### src/rtl/spi_pkg.sv
// spi_pkg: shared definitions for the SPI write path between spi_controller
// and the spi_peripheral register block.
//   SPI_FRAME_W      : bits per frame on the wire
//   spi_frame_t      : {wr, addr[6:0], data[7:0]}, wr is sent first
//   SPI_ADDR_*       : peripheral register map
//   spi_ctrl_state_t : controller FSM states
//   spi_max4         : helper used to size the shared phase counter
package spi_pkg;

  localparam int SPI_FRAME_W = 16;

  typedef struct packed {
    logic       wr;
    logic [6:0] addr;
    logic [7:0] data;
  } spi_frame_t;

  localparam logic [6:0] SPI_ADDR_OUT_7_0  = 7'h00;
  localparam logic [6:0] SPI_ADDR_OUT_15_8 = 7'h01;
  localparam logic [6:0] SPI_ADDR_PWM_7_0  = 7'h02;
  localparam logic [6:0] SPI_ADDR_PWM_15_8 = 7'h03;
  localparam logic [6:0] SPI_ADDR_DUTY     = 7'h04;

  typedef enum logic [2:0] {
    ST_IDLE,
    ST_SETUP,
    ST_SCLK_HI,
    ST_SCLK_LO,
    ST_HOLD,
    ST_GAP
  } spi_ctrl_state_t;

  function automatic int spi_max4(input int a, input int b, input int c, input int d);
    int m;
    m = a;
    if (b > m) m = b;
    if (c > m) m = c;
    if (d > m) m = d;
    return m;
  endfunction

endpackage

### src/rtl/spi_controller.sv
// spi_controller: write-only SPI initiator, mode 0, MSB first.
// Accepts one {addr, wdata} write per start/ready handshake and sends the
// 16-bit frame {1, addr, wdata} with programmable chip-select setup, hold and
// idle spacing. Every pin is driven straight from a flop.
//   clk   in   system clock
//   rst_n in   asynchronous active-low reset
//   start in   request valid
//   addr  in   [6:0] target register address
//   wdata in   [7:0] write value
//   ready out  request can be accepted (IDLE)
//   done  out  one-cycle pulse in the first cycle after nCS rises
//   nCS   out  chip select, active low
//   SCLK  out  serial clock, idle low
//   COPI  out  serial data
module spi_controller
  import spi_pkg::*;
#(
  parameter int HALF_PERIOD = 4,
  parameter int CS_SETUP    = 4,
  parameter int CS_HOLD     = 4,
  parameter int CS_IDLE     = 4
) (
  input  logic       clk,
  input  logic       rst_n,
  input  logic       start,
  input  logic [6:0] addr,
  input  logic [7:0] wdata,
  output logic       ready,
  output logic       done,
  output logic       nCS,
  output logic       SCLK,
  output logic       COPI
);

  localparam int MAX_P = spi_max4(HALF_PERIOD, CS_SETUP, CS_HOLD, CS_IDLE);
  localparam int PW    = (MAX_P > 1) ? $clog2(MAX_P) : 1;

  // Phase counter is loaded with (length - 1) on state entry and the state
  // is left when it reads zero, so each state lasts exactly 'length' cycles.
  localparam logic [PW-1:0] LD_HALF  = PW'(HALF_PERIOD - 1);
  localparam logic [PW-1:0] LD_SETUP = PW'(CS_SETUP - 1);
  localparam logic [PW-1:0] LD_HOLD  = PW'(CS_HOLD - 1);
  localparam logic [PW-1:0] LD_IDLE  = PW'(CS_IDLE - 1);

  spi_ctrl_state_t        state_q;
  logic [PW-1:0]          phase_q;
  logic [3:0]             bitcnt_q;
  // Bit 15 goes straight to COPI on accept, so only the remaining 15 bits
  // need to be shifted.
  logic [SPI_FRAME_W-2:0] shift_q;
  logic                   ready_q;
  logic                   done_q;
  logic                   ncs_q;
  logic                   sclk_q;
  logic                   copi_q;

  spi_frame_t frame_d;
  logic       phase_end;

  assign frame_d   = {1'b1, addr, wdata};
  assign phase_end = (phase_q == '0);

  always_ff @(posedge clk or negedge rst_n) begin
    if (!rst_n) begin
      state_q  <= ST_IDLE;
      phase_q  <= '0;
      bitcnt_q <= 4'd0;
      shift_q  <= '0;
      ready_q  <= 1'b1;
      done_q   <= 1'b0;
      ncs_q    <= 1'b1;
      sclk_q   <= 1'b0;
      copi_q   <= 1'b0;
    end else begin
      done_q  <= 1'b0;
      phase_q <= phase_q - 1'b1;
      case (state_q)
        ST_IDLE: begin
          if (start && ready_q) begin
            state_q  <= ST_SETUP;
            phase_q  <= LD_SETUP;
            shift_q  <= frame_d[SPI_FRAME_W-2:0];
            bitcnt_q <= 4'd15;
            ready_q  <= 1'b0;
            ncs_q    <= 1'b0;
            copi_q   <= frame_d.wr;
          end
        end
        ST_SETUP: begin
          if (phase_end) begin
            state_q <= ST_SCLK_HI;
            phase_q <= LD_HALF;
            sclk_q  <= 1'b1;
          end
        end
        ST_SCLK_HI: begin
          if (phase_end) begin
            sclk_q <= 1'b0;
            if (bitcnt_q == 4'd0) begin
              state_q <= ST_HOLD;
              phase_q <= LD_HOLD;
            end else begin
              // Next bit appears on the same edge SCLK falls.
              state_q  <= ST_SCLK_LO;
              phase_q  <= LD_HALF;
              copi_q   <= shift_q[SPI_FRAME_W-2];
              shift_q  <= {shift_q[SPI_FRAME_W-3:0], 1'b0};
              bitcnt_q <= bitcnt_q - 4'd1;
            end
          end
        end
        ST_SCLK_LO: begin
          if (phase_end) begin
            state_q <= ST_SCLK_HI;
            phase_q <= LD_HALF;
            sclk_q  <= 1'b1;
          end
        end
        ST_HOLD: begin
          if (phase_end) begin
            state_q <= ST_GAP;
            phase_q <= LD_IDLE;
            ncs_q   <= 1'b1;
            copi_q  <= 1'b0;
            done_q  <= 1'b1;
          end
        end
        ST_GAP: begin
          if (phase_end) begin
            state_q <= ST_IDLE;
            ready_q <= 1'b1;
          end
        end
        default: begin
          state_q <= ST_IDLE;
          ready_q <= 1'b1;
          ncs_q   <= 1'b1;
          sclk_q  <= 1'b0;
          copi_q  <= 1'b0;
        end
      endcase
    end
  end

  assign ready = ready_q;
  assign done  = done_q;
  assign nCS   = ncs_q;
  assign SCLK  = sclk_q;
  assign COPI  = copi_q;

endmodule

### config.mk
export PLATFORM = sky130hd
export DESIGN_NAME = spi_controller
export DESIGN_NICKNAME = d
export VERILOG_FILES = /design/src/rtl/spi_pkg.sv /design/src/rtl/spi_controller.sv
export SDC_FILE = /design/constraint.sdc
export NUM_CORES = 1
export LEC_CHECK = 0
export ABC_CLOCK_PERIOD_IN_PS = 1800
export BUFFER_PORTS_ARGS = -buffer_cell sky130_fd_sc_hd__clkbuf_2
export CAP_MARGIN = 20
export CORE_MARGIN = 1.5
export CORE_UTILIZATION = 50
export DETAILED_ROUTE_END_ITERATION = 10
export GPL_TIMING_DRIVEN = 0
export PLACE_DENSITY = 0.69
export SYNTH_ARGS = -nofsm -noshare
export SYNTH_HDL_FRONTEND = slang
export SYNTH_SLANG_ARGS = --single-unit
### constraint.sdc
create_clock -name clk -period 1.8 [get_ports clk]
set_input_delay 0.09 -clock clk [delete_from_list [all_inputs] [get_ports clk]]
set_output_delay 0.09 -clock clk [all_outputs]
set_load 0.02 [all_outputs]
Word-level counts from Yosys, hierarchy flattened
Cells that the tools add are included.

storage, ports and cells
  bits in registers = 29
  input bits = 18
  output and inout port bits = 5

cells by class
  add/sub/neg operators = 2
  equal/unequal tests = 11
  multiplexer cells = 30
  bitwise operators = 4
  reductions and logical operators = 16

operators with widths
  cell                   count
  $mux W15               3
  $pmux W15 S2           1
  $mux W3                6
  $pmux W3 S5            1
  $mux W4                3
  $ne A2 B2 Y1 const B   5
  $reduce_and A5 Y1      2
  $pmux W1 S3            3
  $reduce_and A3 Y1      3
  $mux W1                8
  $pmux W4 S2            1
  $reduce_or A4 Y1       2
  $eq A3 B2 Y1 const B   2
  $eq A3 B3 Y1 const B   2
  $reduce_or A3 Y1       2
  $logic_not A4 Y1       1
  $mux W2                2
  $not A1 Y1             4
  $pmux W1 S4            1
  $pmux W2 S2            1
  $reduce_and A4 Y1      1
  $sub A4 B1 Y4 const B  1
  $eq A3 B1 Y1 const B   1
  $logic_not A3 Y1       1
  6 further kinds        6

Depth between registers and ports, before layout
Gate-level depths: netlist (run 1).

  depth in word-level cells = 4
  gate-level depth with buffers = 7
  gate-level depth less buffers = 6

Worst setup path before layout (run 1)
No wires, ideal clock.

  path type = register -> register
  from = reg bitcnt_q[0]
  to = reg bitcnt_q[2]
  setup time = 0.124 ns
  arrival time = 1.539 ns
  required time = 1.676 ns
  slack = 0.137 ns
  stages on the path, launching flop included = 8
  buffers on the path = 1
  clock period less this slack = 1.663 ns
  cell sequence = dfrtp_1 inv_1 ha_1 or3b_4 and2_4 buf_6 a211oi_1 nor2_1

on the way
  longest elaborated chain between the ends = 4
  elaborated cells on any way between the ends = 7
  those cells by class = add/sub: 1; eq/ne: 1; mux: 3; reduce/logical: 2

ends and longest elaborated chain
  what                    line                   source
  start, declared         spi_controller.sv:47   logic [3:0] bitcnt_q;
  start signal, assigned  spi_controller.sv:108  bitcnt_q <= bitcnt_q - 4'd1;
  $sub A4 B1 Y4           spi_controller.sv:108
  $mux W4                 spi_controller.sv:99   if (bitcnt_q == 4'd0) begin
  $mux W4                 spi_controller.sv:97   if (phase_end) begin
  $pmux W4 S2             spi_controller.sv:77   case (state_q)

Parallel ways exist; a longest one is shown, timed or not. The select of a mux whose other input is x is not followed.
A chain may end at the register's enable or synchronous reset.

Worst setup path in the final report (run 1)
  from = reg bitcnt_q[1]
  to = reg shift_q[9]

on the way
  longest elaborated chain between the ends = 3

ends and longest elaborated chain
  what                                line                   source
  $logic_not A4 Y1                    spi_controller.sv:99
  $ne A2 B2 Y1 (no source line)       --
  $reduce_and A4 Y1 (no source line)  --
  end signal, assigned                spi_controller.sv:82   shift_q <= frame_d[SPI_FRAME_W-2:0];
  end signal, assigned                spi_controller.sv:107  shift_q <= {shift_q[SPI_FRAME_W-3:0], 1'b0};
  end, declared                       spi_controller.sv:50   logic [SPI_FRAME_W-2:0] shift_q;

Every way passes these cells.

==> results_dict.tcl, run 1 <==
set metrics [dict create \
    ff2ff_setup_slack_ps 50 \
    crit_fanout 10 \
    min_path_cells 3 \
    synth_top_area_share_pct 47.5 \
    path_class "reg2reg" \
    power_mw 2.78 \
    avgRoutedWirePerCell_um 15.0 \
    dpl_cell_area_sq_um 1570 \
    synthFlopType "dfrtp_1" \
    grt_pass1_vias 1264 \
    layout-drive-gt1-share_pct 32.3 \
    dp_slack_ps 13.5 \
    crit_chain "inv_2, ha_4, or3b_4, and2_4, clkbuf_4, nor3_1, nor2_1" \
    fin_area_sq_um 1750 \
    p_leak_nw 0.729 \
    grt_max_degree 30 \
    initial_core_util_pct 52.1 \
    antenna_found_initial 0 \
    numClockSinks 29 \
    first_pass_iters 4 \
    hp-start "wdata[7]" \
    peakVddDrop_v 0.00101 \
    skew_ps 8.57 \
    end_kind "flip-flop" \
    track_usage_pct 23.2 \
    final_util_pct 64.1 \
    setup_ws_ps 48.4 \
    io_pins 23 \
    ys_ff_latch 29 \
    diodes 0 \
    cts-root-buf "clkbuf_4" \
    async_flop_share_pct 100 \
    max_slew_margin_pct 51.8 \
    dp_hpwl_um 2210 \
    synthTopCellsByArea "dfrtp_1, o22ai_1, nor3_1" \
    synth_area_sq_um 1420 \
    die_area_sq_um 3180 \
    syn_avg_cell_area_sq_um 9.56 \
    grt_pass1_wl_um 5650 \
    clk_pin_slew_ps 90 \
    core-area_sq_um 2730 \
    holdWs_ps 12.6 \
    status "finished clean" \
    wirelength_um 3310 \
    cts_max_level 2 \
    yosysSeqAreaShare_pct 51.1 \
    worstRegToRegCells 7 \
    synth.top_cells.by_count "dfrtp_1, nor2_1, nor3_1, o22ai_1" \
    gp_congestion 0.798 \
    worst-path-buf-inv 2 \
    r2r-end "shift_q[9]$_DFFE_PN0P_" \
    die_x_um 56.4 \
    hp-class "in2reg" \
    drt_iter0_drc 44 \
    yosys_warnings 0 \
    synth_top_cell_by_area "dfrtp_1" \
    path_delay_family "simple AND/OR/NAND/NOR gates" \
    postSynthCellCount 149 \
    worst_pin_slew_ps 723 \
    vias 1291 \
    max_freq_mhz 571 \
    cts_made_buffers 5 \
    syn_nets 169 \
    crit_arrival_ps 1970 \
    ys_types 36 \
    row_count 19 \
    globalRouteOverflowTotal 0 \
    clock_latency_ps 340 \
    start_kind "flip-flop" \
    nNetsFinal 208 \
    post-route-min-period_ps 1750 \
    critPathSlowestCell "dfrtp_1" \
    cts_tree "done" \
    cts.path.max_buffers 2 \
    drc_errors 0 \
    powerDensity_nw_per_um2 1590 \
    reg2reg_from "bitcnt_q[1]$_DFFE_PN0P_" \
    viasPerCell 5.87 \
    setup_viol 0 \
    worstPathRequired_ps 2020 \
    slew_violations 0 \
    drv_cap 0 \
    hold_path_end "shift_q[7]$_DFFE_PN0P_" \
    cp_slowest_stage_delay_ps 420 \
    finalCritPeriodShare_pct 97.3 \
    synth_edf_count 0 \
    port_buffers 22 \
    synth_most_common_cell "dfrtp_1" \
    area_growth_syn_to_layout_pct 23.0 \
    die_h_um 56.4 \
    ant_nets 0 \
    hold_viol 0 \
]
[what timing repair did]
item | in CTS | in global routing
cloned | 0 | 0
hold buffers | 2 | 0
buffers inserted | 0 | 8
pin swaps | 0 | 3
hold endpoints to repair | 28 | 0
endpoints found under the setup margin | 3 | 16
gates resized for setup | 2 | 11
[final cells by class]
| type | instances | area (sq um) |
|---|---|---|
| plain buffers | 9 | 56.3 |
| well taps | 31 | 38.8 |
| repair buffers | 32 | 190 |
| fillers | 243 | 982 |
| multi-input cells | 104 | 661 |
| inverters | 7 | 26.3 |
| clock inverters | 2 | 10.0 |
| clock buffers | 6 | 41.3 |
| flip-flops and latches | 29 | 728 |
[cells by family after synthesis]
family                     after synthesis  synth area share, %
DFF                                     29                 51.1
AOI/OAI and AO/OA                       40                 18.8
and+or+nand+nor                         62                 22.8
adders and majority gates                2                 1.76
buffers and inverters                   16                 5.45
[cell usage in the layout (no fill, tap or decap), types with 2 or more instances in the layout]
master | Yosys | final
dfrtp_1 | 27 | 27
a21boi_0 | 2 | 2
nand2_2 | 1 | 2
and4_1 | 2 | 2
dfstp_2 | 2 | 2
nand2_1 | 7 | 6
o211ai_1 | 2 | 2
a21oi_1 | 7 | 7
nor3_2 | 0 | 4
o22ai_1 | 15 | 15
dlygate4sd3_1 | 0 | 2
clkbuf_2 | 0 | 22
nor3_1 | 18 | 14
inv_1 | 7 | 5
inv_2 | 0 | 2
clkbuf_4 | 0 | 7
buf_4 | 1 | 9
nor4_1 | 2 | 2
clkinv_2 | 0 | 2
buf_2 | 5 | 3
o21ai_0 | 3 | 3
o2bb2ai_1 | 3 | 3
clkbuf_1 | 2 | 3
nor2_1 | 23 | 23
[power by group]
part           internal [mW]  switching (mW)  total (mW)
combinational          0.551           0.690        1.24
clock                  0.148           0.233       0.381
sequential             0.943           0.213        1.16
total                   1.64            1.14        2.78
[sequential cells by signal (all words and copies together), names as in the netlist, 2 cells and up]
| register | cells |
|---|---|
| state_q | 3 |
| bitcnt_q | 4 |
| shift_q | 15 |
| phase_q | 2 |
[worst reg2reg max path, cell delays in order (launching register included)]
cell and delay, ps:
dfrtp_1 420, inv_2 80, ha_4 140, or3b_4 410
and2_4 160, clkbuf_4 190, nor3_1 170, nor2_1 70
[worst max-delay path by stage]
| stage | from | end | slack (ps) | cells after the start |
|---|---|---|---|---|
| 4_1_cts | bitcnt_q[0]$_DFFE_PN0P_ | shift_q[5]$_DFFE_PN0P_ | 5 | 7 |
| 6_report | bitcnt_q[1]$_DFFE_PN0P_ | shift_q[9]$_DFFE_PN0P_ | 50 | 7 |
| 3_3_place_gp | bitcnt_q[0]$_DFFE_PN0P_ | bitcnt_q[2]$_DFFE_PN0P_ | 50 | 7 |
| 3_5_place_dp | bitcnt_q[0]$_DFFE_PN0P_ | shift_q[2]$_DFFE_PN0P_ | 10 | 7 |
| 5_1_grt | bitcnt_q[1]$_DFFE_PN0P_ | shift_q[9]$_DFFE_PN0P_ | -20 | 7 |
| 2_1_floorplan | bitcnt_q[0]$_DFFE_PN0P_ | bitcnt_q[2]$_DFFE_PN0P_ | 140 | 7 |
[metal layers]
layer,global-route usage [%],vias up,part of all wire (%)
met5,0,-,0
met1,30.5,630,45
li1,-,623,-
met3,5.53,9,3.8
met4,11.2,0,2.5
met2,36.1,29,48
[per-stage QoR]
stage,TNS (ps),cells
2_1_floorplan,0,149
3_3_place_gp,0,202
6_report,0,220
5_1_grt,-31.9,220
4_1_cts,0,212
3_5_place_dp,0,202
No activity file was read; power rests on OpenSTA's default activity.
==> run 2: changes to the inputs <==
HOLD_SLACK_MARGIN = 0.05   (was not set)
==> results_dict.tcl, run 2 (synthesis results as in run 1) <==
set metrics [dict create \
    worstPathRequired_ps 2020 \
    cts_tree "done" \
    port_buffers 22 \
    gp_congestion 0.798 \
    initial_core_util_pct 52.1 \
    top_regs "shift_q: 15 flops, bitcnt_q: 4 flops, state_q: 3 flops" \
    layout_commonest_cell "dfrtp_1" \
    path_class "reg2reg" \
    cts.path.max_buffers 2 \
    fin_area_sq_um 1880 \
    start_kind "flip-flop" \
    vias 1368 \
    regArea_sq_um 728 \
    area_growth_syn_to_layout_pct 31.8 \
    viasPerCell 5.90 \
    layout-drive-gt1-share_pct 30.8 \
    dp_hpwl_um 2210 \
    max_freq_mhz 565 \
    drt_iter0_drc 41 \
    avgRoutedWirePerCell_um 14.8 \
    power_mw 2.81 \
    fillCellCount 222 \
    numClockSinks 29 \
    first_pass_iters 4 \
    cts_made_buffers 5 \
    multi_input_area_sq_um 666 \
    worst_pin_slew_ps 734 \
    drv_cap 0 \
    end_kind "flip-flop" \
    p_clk_share_pct 13.6 \
    post-route-min-period_ps 1770 \
    track_usage_pct 24.0 \
    p_sw_mw 1.14 \
    clock_latency_ps 330 \
    core-area_sq_um 2730 \
    die_area_sq_um 3180 \
    row_count 19 \
    powerDensity_nw_per_um2 1500 \
    cts_max_level 2 \
    grt_max_degree 30 \
    diodes 0 \
    crit_fanout 10 \
    clk_pin_slew_ps 90 \
    regMostFlops "shift_q" \
    drc_errors 0 \
    power_frac_comb_pct 45.2 \
    finalCritPeriodShare_pct 98.3 \
    globalRouteOverflowTotal 0 \
    final_util_pct 68.6 \
    grt_pass1_vias 1326 \
    largest_reg_flops 15 \
    io_pins 23 \
    peakVddDrop_v 0.000994 \
    cts-root-buf "clkbuf_4" \
    wirelength_um 3430 \
    nNetsFinal 220 \
    die_h_um 56.4 \
    skew_ps 7.07 \
    max_slew_margin_pct 51.1 \
    grt_pass1_wl_um 5890 \
    power_frac_seq_pct 41.3 \
    slew_violations 0 \
    swShare_pct 40.8 \
    final_cell_mix "dfrtp_1, nor2_1, clkbuf_2, o22ai_1, dlygate4sd3_1" \
    crit_arrival_ps 1990 \
    ant_nets 0 \
    hp-class "in2reg" \
    intPower_mw 1.66 \
    status "finished clean" \
    die_x_um 56.4 \
    antenna_found_initial 0 \
    setup_viol 0 \
    dpl_cell_area_sq_um 1570 \
    hold_viol 0 \
    p_leak_nw 0.780 \
]
run 2: cell count changes in the layout (fill, tap and decap cells not counted):
cell	before	now
nor3_1	14	13
nor3_2	4	5
dlygate4sd3_1	2	14
run 2: layout make-up:
| type | instances | area share [%] |
|---|---|---|
| inverters | 7 | 1.40 |
| clock buffers | 6 | 2.20 |
| plain buffers | 9 | 3.00 |
| repair buffers | 44 | 16.5 |
| multi-input cells | 104 | 35.5 |
| well taps | 31 | 2.07 |
| flip-flops and latches | 29 | 38.8 |
| clock inverters | 2 | 0.533 |
run 2: worst paths after layout:
path                                              start                 endpoint  slack, ps  cells past startpoint
worst max-delay path            bitcnt_q[1]$_DFFE_PN0P_   shift_q[9]$_DFFE_PN0P_         30                      7
worst min-delay path                            addr[3]  shift_q[11]$_DFFE_PN0P_         50                      3
worst max register to register  bitcnt_q[1]$_DFFE_PN0P_   shift_q[9]$_DFFE_PN0P_         30                      7
worst min register to register  shift_q[11]$_DFFE_PN0P_  shift_q[12]$_DFFE_PN0P_        520                      2
max in group asynchronous                         rst_n   shift_q[0]$_DFFE_PN0P_        990                      2
min in group asynchronous                         rst_n  bitcnt_q[1]$_DFFE_PN0P_        340                      2
run 2: routing by layer:
| metal | wire length [um] | up-vias | GRT usage [%] | share of wire (%) |
|---|---|---|---|---|
| met4 | 76 | 0 | 11.2 | 2.2 |
| met5 | 0 | - | 0 | 0 |
| met3 | 131 | 9 | 5.30 | 3.8 |
| li1 | - | 648 | - | - |
| met1 | 1510 | 676 | 30.5 | 44 |
| met2 | 1710 | 35 | 39.0 | 50 |
run 2: power groups by stage:
stage	registers, mW	logic, mW	clock network [mW]
6_report	1.16	1.27	0.381
5_1_grt	1.19	1.42	0.417
4_1_cts	1.14	1.16	0.392
3_5_place_dp	1.15	1.12	0
3_3_place_gp	1.13	1.07	0
2_1_floorplan	1.15	0.817	0
run 2: timing repair:
action	in CTS	in global routing
endpoints found under the hold margin	40	0
resized for setup	2	12
setup endpoints to repair	3	16
pin swaps	0	3
hold buffers	14	0
setup buffers	0	8
run 2: critical path: stages, from the launching register on:
cell and delay [ps]:
dfrtp_1 420, inv_2 90, ha_4 140, or3b_4 410
and2_4 160, clkbuf_4 190, nor3_1 170, nor2_1 70
run 2: per-stage QoR:
step	worst slack [ps]	cells	TNS, ps	hold WS [ps]
detailed placement	13.5	202	0	183
CTS	5.05	224	0	51.0
floorplan	137	149	0	-206
global placement	51.7	202	0	172
global route	-24.7	232	-37.5	62.4
finish	30.3	232	0	50.9
==> run 3: changes to the inputs <==
==> constraint.sdc (replaced) <==
create_clock -name clk -period 1.8 [get_ports clk]
set_input_delay 0.36 -clock clk [delete_from_list [all_inputs] [get_ports clk]]
set_output_delay 0.36 -clock clk [all_outputs]
set_load 0.02 [all_outputs]
==> results_dict.tcl, run 3 (synthesis results as in run 1) <==
set metrics [dict create \
    max_freq_mhz 571 \
    wirelength_um 3290 \
    max_slew_margin_pct 51.7 \
    power_mw 2.77 \
    cts-root-buf "clkbuf_4" \
    grt_pass1_vias 1252 \
    swShare_pct 40.9 \
    top_regs "shift_q: 15 flops, bitcnt_q: 4 flops, state_q: 3 flops" \
    crit_fanout 10 \
    die_area_sq_um 3180 \
    post-route-min-period_ps 1750 \
    layout_commonest_cell "dfrtp_1" \
    crit_arrival_ps 1970 \
    path_class "reg2reg" \
    fin_setup_tns_ps 0 \
    first_pass_iters 4 \
    largest_reg_flops 15 \
    start_kind "flip-flop" \
    nNetsFinal 206 \
    p_leak_nw 0.721 \
    cts.path.max_buffers 2 \
    dp_slack_ps 13.5 \
    avgRoutedWirePerCell_um 15.1 \
    holdWs_ps 60.1 \
    area_growth_syn_to_layout_pct 21.6 \
    io_pins 23 \
    viasPerCell 5.90 \
    fin_area_sq_um 1730 \
    ant_nets 0 \
    port_buffers 22 \
    cts_tree "done" \
    initial_core_util_pct 52.1 \
    worstPathRequired_ps 2020 \
    end_kind "flip-flop" \
    row_count 19 \
    setup_viol 0 \
    drt_iter0_drc 40 \
    finalCritPeriodShare_pct 97.3 \
    layout-drive-gt1-share_pct 32.6 \
    grt_pass1_wl_um 5620 \
    final_cell_mix "dfrtp_1, nor2_1, clkbuf_2, o22ai_1, nor3_1" \
    hp-class "in2async" \
    dp_cells 202 \
    p_clk_share_pct 13.7 \
    grt_max_degree 30 \
    status "finished clean" \
    diodes 0 \
    numClockSinks 29 \
    drv_cap 0 \
    core-area_sq_um 2730 \
    cts_max_level 2 \
    track_usage_pct 23.1 \
    power_frac_seq_pct 41.7 \
    setup_ws_ps 47.9 \
    worst_pin_slew_ps 725 \
    slew_violations 0 \
    clock_latency_ps 340 \
    skew_ps 9.20 \
    antenna_found_initial 0 \
    regMostFlops "shift_q" \
    die_x_um 56.4 \
    clk_pin_slew_ps 90 \
    dp_hpwl_um 2210 \
    globalRouteOverflowTotal 0 \
    power_frac_comb_pct 44.6 \
    peakVddDrop_v 0.00101 \
    cts_made_buffers 5 \
    drc_errors 0 \
    hold_viol 0 \
    gp_congestion 0.798 \
    die_h_um 56.4 \
    intPower_mw 1.64 \
    dpl_cell_area_sq_um 1570 \
    powerDensity_nw_per_um2 1600 \
    final_util_pct 63.3 \
    vias 1287 \
    fin_cells 218 \
    p_sw_mw 1.13 \
]
[run 3: changes by cell type in the layout (fill, tap and decap cells not counted)]
cell / before / now
nor3_2: 5 / 4
dlygate4sd3_1: 14 / 0
nor3_1: 13 / 14
[run 3: final cells by class]
cell class / instances / area, sq um
repair buffers: 30 / 170
fillers: 245 / 1000
well taps: 31 / 38.8
clock inverters: 2 / 10.0
plain buffers: 9 / 56.3
multi-input cells: 104 / 661
inverters: 7 / 26.3
flip-flops and latches: 29 / 728
clock buffers: 6 / 41.3
[run 3: what timing repair did]
item | in CTS | in global routing
setup buffers | 0 | 8
pin swaps | 0 | 3
resized for setup | 2 | 11
hold buffers | 0 | 0
endpoints found under the hold margin | 0 | 0
setup endpoints to repair | 3 | 16
[run 3: final timing paths]
path                                         start                      end  slack (ps)  depth (start not counted)
max reg2reg                bitcnt_q[1]$_DFFE_PN0P_   shift_q[9]$_DFFE_PN0P_          50                          7
max                        bitcnt_q[1]$_DFFE_PN0P_   shift_q[9]$_DFFE_PN0P_          50                          7
min in group clk                          wdata[0]   shift_q[0]$_DFFE_PN0P_         270                          2
min                                          rst_n  bitcnt_q[1]$_DFFE_PN0P_          60                          1
max in group asynchronous                    rst_n   shift_q[1]$_DFFE_PN0P_        1270                          1
min reg2reg                shift_q[11]$_DFFE_PN0P_  shift_q[12]$_DFFE_PN0P_         520                          2
[run 3: power groups by stage]
stage                     sequential [mW]  combinational (mW)  clock, mW
after floorplan                      1.15               0.817          0
after global placement               1.13                1.07          0
after detailed placement             1.15                1.12          0
after CTS                            1.14                1.14      0.392
after global routing                 1.18                1.39      0.419
final                                1.16                1.24      0.381
[run 3: worst max-delay path, stage by stage (launching register included)]
cell and delay, ps:
dfrtp_1 420, inv_2 80, ha_4 140, or3b_4 410
and2_4 160, clkbuf_4 190, nor3_1 170, nor2_1 70
[run 3: layer usage]
layer,wire length (um),vias up,track usage [%]
met5,0,-,0
met4,83,0,11.2
met3,130,9,5.53
met2,1610,32,35.8
met1,1470,629,30.5
li1,-,617,-
